==> src/rtl/hdmi_pkg.sv <==
// Shared types and constants for the HDMI period sequencer.
// Period enum, video guard words and preamble control codes.
package hdmi_pkg;

  typedef enum logic [1:0] {
    CTRL     = 2'd0,
    PREAMBLE = 2'd1,
    GUARD    = 2'd2,
    VIDEO    = 2'd3
  } period_e;

  localparam logic [9:0] GUARD_WORD_BR = 10'b1011001100;
  localparam logic [9:0] GUARD_WORD_G  = 10'b0100110011;

  localparam logic [1:0] CTL_IDLE      = 2'b00;
  localparam logic [1:0] PRE_CTL_GREEN = 2'b01;
  localparam logic [1:0] PRE_CTL_RED   = 2'b00;

endpackage

==> src/rtl/hdmi_period_sequencer_if.sv <==
// Video timing in, encoder-facing controls out.
// master drives the timing/pixels, slave is the sequencer.
interface hdmi_period_sequencer_if;

  logic       de_in;
  logic       hsync_in;
  logic       vsync_in;
  logic [7:0] red_in;
  logic [7:0] green_in;
  logic [7:0] blue_in;

  logic [7:0] red_out;
  logic [7:0] green_out;
  logic [7:0] blue_out;
  logic       ve_out;
  logic [1:0] ctrl_blue_out;
  logic [1:0] ctrl_green_out;
  logic [1:0] ctrl_red_out;
  logic       guard_out;
  logic       short_blank_out;

  modport master (
    output de_in, hsync_in, vsync_in,
    output red_in, green_in, blue_in,
    input  red_out, green_out, blue_out,
    input  ve_out, guard_out, short_blank_out,
    input  ctrl_blue_out, ctrl_green_out, ctrl_red_out
  );

  modport slave (
    input  de_in, hsync_in, vsync_in,
    input  red_in, green_in, blue_in,
    output red_out, green_out, blue_out,
    output ve_out, guard_out, short_blank_out,
    output ctrl_blue_out, ctrl_green_out, ctrl_red_out
  );

endinterface

==> src/rtl/hdmi_period_sequencer_pipe_delay.sv <==
// Fixed-depth shift register with async clear.
// Carries the {de, hs, vs, r, g, b} word through the sequencer.
module pipe_delay #(
  parameter int WIDTH = 1,
  parameter int DEPTH = 1
) (
  input  logic             clk,
  input  logic             rst,
  input  logic [WIDTH-1:0] d,
  output logic [WIDTH-1:0] q
);

  logic [WIDTH-1:0] stage [DEPTH];

  always_ff @(posedge clk or posedge rst) begin
    if (rst) begin
      for (int i = 0; i < DEPTH; i++) begin
        stage[i] <= '0;
      end
    end else begin
      stage[0] <= d;
      for (int i = 1; i < DEPTH; i++) begin
        stage[i] <= stage[i-1];
      end
    end
  end

  assign q = stage[DEPTH-1];

endmodule

==> src/rtl/hdmi_period_sequencer.sv <==
// Delays the video stream by D+1 cycles and frames each active
// region with a control-period preamble and video guard band.
module hdmi_period_sequencer
  import hdmi_pkg::*;
#(
  parameter int PREAMBLE_LEN = 8,
  parameter int GUARD_LEN    = 2,
  parameter int DVI_MODE     = 0
) (
  input  logic clk_in,
  input  logic rst_in,
  hdmi_period_sequencer_if.slave bus
);

  localparam int D   = PREAMBLE_LEN + GUARD_LEN;
  localparam int CW  = $clog2(D + 1);
  localparam int W   = 27;
  localparam bit DVI = (DVI_MODE != 0);

  typedef logic [CW-1:0] cnt_t;

  localparam cnt_t D_C = cnt_t'(D);
  localparam cnt_t G_C = cnt_t'(GUARD_LEN);
  localparam cnt_t ONE = cnt_t'(1);

  logic [W-1:0]   in_word;
  logic [W-1:0]   tap;
  logic [W-2:0]   out_q;
  logic           tap_de;
  logic           rise;

  period_e        state;
  period_e        state_nxt;
  cnt_t           cnt;
  cnt_t           cnt_nxt;
  cnt_t           gap;
  cnt_t           gap_nxt;
  logic           de_q;
  logic           short_q;
  logic           short_nxt;

  logic           ve;
  logic           guard;
  logic [1:0]     ctl_g;
  logic [1:0]     ctl_r;

  assign in_word = {bus.de_in, bus.hsync_in, bus.vsync_in,
                    bus.red_in, bus.green_in, bus.blue_in};

  pipe_delay #(
    .WIDTH (W),
    .DEPTH (D)
  ) u_delay (
    .clk (clk_in),
    .rst (rst_in),
    .d   (in_word),
    .q   (tap)
  );

  assign tap_de = tap[W-1];

  // de_q resets high so a de_in already asserted at release is no edge
  assign rise = bus.de_in & ~de_q & ~DVI;

  always_ff @(posedge clk_in or posedge rst_in) begin
    if (rst_in) begin
      state   <= CTRL;
      cnt     <= '0;
      gap     <= D_C;
      de_q    <= 1'b1;
      short_q <= 1'b0;
      out_q   <= '0;
    end else begin
      state   <= state_nxt;
      cnt     <= cnt_nxt;
      gap     <= gap_nxt;
      de_q    <= bus.de_in;
      short_q <= short_nxt;
      out_q   <= tap[W-2:0];
    end
  end

  always_comb begin
    cnt_nxt   = cnt;
    gap_nxt   = gap;
    short_nxt = short_q;
    state_nxt = CTRL;
    ve        = 1'b0;
    guard     = 1'b0;
    ctl_g     = CTL_IDLE;
    ctl_r     = CTL_IDLE;

    if (rise) begin
      cnt_nxt = D_C;
    end else if (cnt != '0) begin
      cnt_nxt = cnt - ONE;
    end

    // gap counts blank input cycles since the last active pixel
    if (bus.de_in) begin
      gap_nxt = '0;
    end else if (gap != D_C) begin
      gap_nxt = gap + ONE;
    end

    if (rise && (gap < D_C)) begin
      short_nxt = 1'b1;
    end

    // delayed video always wins; the counter only fills the blank
    if (tap_de) begin
      state_nxt = VIDEO;
    end else if (cnt_nxt > G_C) begin
      state_nxt = PREAMBLE;
    end else if (cnt_nxt != '0) begin
      state_nxt = GUARD;
    end

    unique case (state)
      PREAMBLE: begin
        ctl_g = PRE_CTL_GREEN;
        ctl_r = PRE_CTL_RED;
      end
      GUARD:    guard = 1'b1;
      VIDEO:    ve = 1'b1;
      default:  ;
    endcase
  end

  assign bus.red_out         = out_q[23:16];
  assign bus.green_out       = out_q[15:8];
  assign bus.blue_out        = out_q[7:0];
  assign bus.ctrl_blue_out   = {out_q[24], out_q[25]};
  assign bus.ctrl_green_out  = ctl_g;
  assign bus.ctrl_red_out    = ctl_r;
  assign bus.ve_out          = ve;
  assign bus.guard_out       = guard;
  assign bus.short_blank_out = short_q;

endmodule

==> src/flat_wrapper.sv <==
// flat-port wrapper written by rule: the top's interface ports become plain ports
module hdmi_period_sequencer_flat import hdmi_pkg::*;
#(
  parameter int PREAMBLE_LEN = 8,
  parameter int GUARD_LEN    = 2,
  parameter int DVI_MODE     = 0
)
  (clk_in, rst_in, bus_de_in, bus_hsync_in, bus_vsync_in, bus_red_in, bus_green_in, bus_blue_in, bus_red_out, bus_green_out, bus_blue_out, bus_ve_out, bus_guard_out, bus_short_blank_out, bus_ctrl_blue_out, bus_ctrl_green_out, bus_ctrl_red_out);
  hdmi_period_sequencer_if bus_i ();
  input  logic clk_in;
  input  logic rst_in;
  input wire logic [$bits(bus_i.de_in)-1:0] bus_de_in;
  input wire logic [$bits(bus_i.hsync_in)-1:0] bus_hsync_in;
  input wire logic [$bits(bus_i.vsync_in)-1:0] bus_vsync_in;
  input wire logic [$bits(bus_i.red_in)-1:0] bus_red_in;
  input wire logic [$bits(bus_i.green_in)-1:0] bus_green_in;
  input wire logic [$bits(bus_i.blue_in)-1:0] bus_blue_in;
  output wire logic [$bits(bus_i.red_out)-1:0] bus_red_out;
  output wire logic [$bits(bus_i.green_out)-1:0] bus_green_out;
  output wire logic [$bits(bus_i.blue_out)-1:0] bus_blue_out;
  output wire logic [$bits(bus_i.ve_out)-1:0] bus_ve_out;
  output wire logic [$bits(bus_i.guard_out)-1:0] bus_guard_out;
  output wire logic [$bits(bus_i.short_blank_out)-1:0] bus_short_blank_out;
  output wire logic [$bits(bus_i.ctrl_blue_out)-1:0] bus_ctrl_blue_out;
  output wire logic [$bits(bus_i.ctrl_green_out)-1:0] bus_ctrl_green_out;
  output wire logic [$bits(bus_i.ctrl_red_out)-1:0] bus_ctrl_red_out;
  assign bus_i.de_in = bus_de_in;
  assign bus_i.hsync_in = bus_hsync_in;
  assign bus_i.vsync_in = bus_vsync_in;
  assign bus_i.red_in = bus_red_in;
  assign bus_i.green_in = bus_green_in;
  assign bus_i.blue_in = bus_blue_in;
  assign bus_red_out = bus_i.red_out;
  assign bus_green_out = bus_i.green_out;
  assign bus_blue_out = bus_i.blue_out;
  assign bus_ve_out = bus_i.ve_out;
  assign bus_guard_out = bus_i.guard_out;
  assign bus_short_blank_out = bus_i.short_blank_out;
  assign bus_ctrl_blue_out = bus_i.ctrl_blue_out;
  assign bus_ctrl_green_out = bus_i.ctrl_green_out;
  assign bus_ctrl_red_out = bus_i.ctrl_red_out;
  hdmi_period_sequencer #(.PREAMBLE_LEN(PREAMBLE_LEN), .GUARD_LEN(GUARD_LEN), .DVI_MODE(DVI_MODE)) u_core (.clk_in(clk_in), .rst_in(rst_in), .bus(bus_i));
endmodule
==> config.mk <==
export PLATFORM = sky130hd
export DESIGN_NAME = hdmi_period_sequencer_flat
export DESIGN_NICKNAME = d
export VERILOG_FILES = /design/src/rtl/hdmi_pkg.sv /design/src/rtl/hdmi_period_sequencer_if.sv /design/src/rtl/hdmi_period_sequencer_pipe_delay.sv /design/src/rtl/hdmi_period_sequencer.sv /design/src/flat_wrapper.sv
export SDC_FILE = /design/constraint.sdc
export NUM_CORES = 1
export LEC_CHECK = 0
export CORE_MARGIN = 8
export CORE_UTILIZATION = 50
export DETAILED_ROUTE_END_ITERATION = 8
export PLACE_DENSITY = 0.73
export SLEW_MARGIN = 20
export SYNTH_ARGS = -nofsm -noshare
export SYNTH_HDL_FRONTEND = slang
export SYNTH_SLANG_ARGS = --single-unit
==> constraint.sdc <==
create_clock -name clk_in -period 22.9 [get_ports clk_in]
set_clock_uncertainty 0.2 [all_clocks]
set_input_delay 4.58 -clock clk_in [delete_from_list [all_inputs] [get_ports clk_in]]
set_output_delay 4.58 -clock clk_in [all_outputs]
set_load 0.02 [all_outputs]
==> metrics.yaml <==
status: "finished, final reports clean"
syn_area_per_cell_um2: 22.4
syn2layout_area_growth_pct: 22.0
cp-start-kind: "register"
wl_per_cell_um: 16.0
grt_start_max_net_pins: 166
dp_worst_setup_slack_ns: 15.65
critical_path.cell_chain: "nor2b_1 > clkdlybuf4s50_1"
post_cts_buffers: 0
gp_congestion: 0.659
cts-hold-fix-buffers: 0
final-hold-violation-count: 0
internal_power_mw: 0.874
cpPeakStageDelay_ns: 0.61
cp-end-kind: "output pin"
setup_viol: 0
grt_pass1_vias: 3501
p_switching_mw: 0.233
p_clk_share_pct: 40.7
synth_top_area_share_pct: 94.4
hold_class: "reg -> reg"
grt_usage_pct: 11.5
nNetsFinal: 482
cts_root_buffer: "clkbuf_16"
drc: 0
clk_latency_ns: 0.51
irDropWorstVdd_v: 0.0000531
cp.arrival_ns: 1.61
fp.dieW_um: 143
drt_iter0_drc: 204
wl_um: 10900
cts_tree: "done"
antennaDiodeCount: 0
die_y_um: 143
synth_top_cell_by_area: "dfrtp_1"
tns_ns: 0
clk_pin_slew_ns: 0.06
rsz0062_at_grt: "no"
ys_types: 29
cts-buffers-inserted: 28
cts_max_level: 1
drtPass1Iterations: 4
dieArea_um2: 20500
worst_pin_slew_ns: 0.792
yosys_warnings: 0
synth_seq_area_share_pct: 95.4
p_sw_share_pct: 21.0
clockBufferDepth: 3
viasPerCell: 4.36
rows: 46
io_pins: 62
antenna_found_initial: 0
placed_cell_area_um2: 8940
p_per_area_nw_per_um2: 112
crit_family: "buffers and inverters"
cp.buffers_inverters: 1
netlist_top_cells_area: "dfrtp_1 (94%), dfstp_2 (0.98%), ha_1 (0.46%)"
vias: 2982
crit_slowest_cell: "clkdlybuf4s50_1"
stdcell_area_um2: 9860
hpwl_um: 5110
setup_ws_ns: 16.51
slew_headroom_pct: 47.2
grt_pass1_wl_um: 18200
seqPwrFrac_pct: 53.5
required_ns: 18.12
grt_overflow: 0
cts_resized: 0
drv_slew: 0
fin_crit_sh_pct: 27.9
numPortBuffers: 58
numClockSinks: 308
critPathMaxFanout: 3
fp.coreArea_um2: 15800
critical_path_class: "reg -> out"
ys_ff_latch: 308
drive_gt1_share_pct: 10.9
synth_cells: 361
combPwrFrac_pct: 5.7
syn_area_um2: 8080
maxCapViolations: 0
period_minus_slack_ns: 6.39
ant_nets: 0
max_freq_mhz: 157
start_util_pct: 51.1
p_leak_nw: 4.40
-- cell families after synthesis --
kind of cell,after synthesis,synth area share (%)
AOI/OAI and AO/OA,11,1.18
xor gates and xnor gates,3,0.325
adders and majority gates,3,0.465
buffers and inverters,7,0.464
DFF,308,95.4
muxes,1,0.139
other,1,0.0464
and+or+nand+nor,27,1.97
-- cells in the mapped netlist, drive strengths merged --
library cell,count
xnor2,2
nand2,4
a41o,1
and2b,1
a211o,1
nor3b,1
nand2b,1
nor3,1
a21oi,3
dfstp,3
inv,4
buf,3
a2111oi,1
a211oi,1
ha,3
o21ai,2
nand4b,1
mux2,1
dfrtp,305
xor2,1
o31a,1
a21o,1
and2,1
nand3,2
nor2b,4
nand3b,2
nor2,7
conb,1
or3,2
-- final timing paths --
check / start / endpoint / slack [ns] / cells past startpoint
worst max-delay path: u_core.state[0] / bus_guard_out / 16.51 / 2
worst min-delay path: u_core.u_delay.stage[218] / u_core.u_delay.stage[191] / 0.14 / 0
worst max register to register: u_core.cnt[0] / u_core.state[1] / 20.70 / 5
worst min register to register: u_core.u_delay.stage[218] / u_core.u_delay.stage[191] / 0.14 / 0
max in group asynchronous: rst_in / u_core.u_delay.stage[109] / 16.76 / 3
min in group asynchronous: rst_in / u_core.u_delay.stage[176] / 4.39 / 2
-- per-stage QoR --
step	hold WS (ns)	cells	power, mW	util [%]
5_1_grt	0.148	684	1.16	62.3
6_report	0.142	684	1.11	62.3
3_5_place_dp	0.135	636	0.664	56.5
2_1_floorplan	0.131	363	0.638	-
4_1_cts	0.144	684	1.12	62.2
3_3_place_gp	0.131	636	0.655	56.5
-- registers in the layout, indices dropped and copies added, names as in the netlist --
signal	count
u_core.state	2
u_core.gap	4
u_core.de_q	1
u_core.cnt	4
u_core.bus.short_blank_out	1
u_core.out_q	26
u_core.u_delay.q	27
u_core.u_delay.stage	243
-- final cells by class --
cell class	instances	area [um2]
clock buffers	42	825
well taps	216	270
multi-input cells	48	340
clock inverters	6	85.1
flip-flops and latches	308	7710
fillers	1055	5970
inverters	4	27.5
repair buffers	60	599
-- metal layers --
metal  part of all wire [%]  up-vias  global-route usage [%]  wire length (um)
met1                     39     1547                    14.1              4300
met3                    5.8       25                    2.90               639
li1                       -     1311                       -                 -
met4                    2.8        0                    4.81               302
met2                     52       99                    19.3              5710
met5                      0        -                       0                 0
-- placed cells by master, fill, tap and decap left out, drive strengths merged, types with 2 or more instances in the layout --
cell and n:
nor2 7, inv 3, clkinv 3, dfrtp 305, dfstp 3, clkinvlp 2, nand3 2, ha 3
nor2b 4, nand3b 2, a21oi 3, clkdlybuf4s50 58, nand2 4, o21ai 2, bufinv 2, conb 3
or3 2, clkbuf 42, xnor2 2, buf 2
-- power groups by stage --
stage / Combinational, mW / Sequential [mW] / Clock, mW
detailed placement: 0.0632 / 0.601 / 0
global placement: 0.0579 / 0.597 / 0
global route: 0.0696 / 0.596 / 0.491
finish: 0.0635 / 0.593 / 0.451
floorplan: 0.0379 / 0.600 / 0
CTS: 0.0642 / 0.593 / 0.467
No activity file was read; power rests on OpenSTA's default activity.
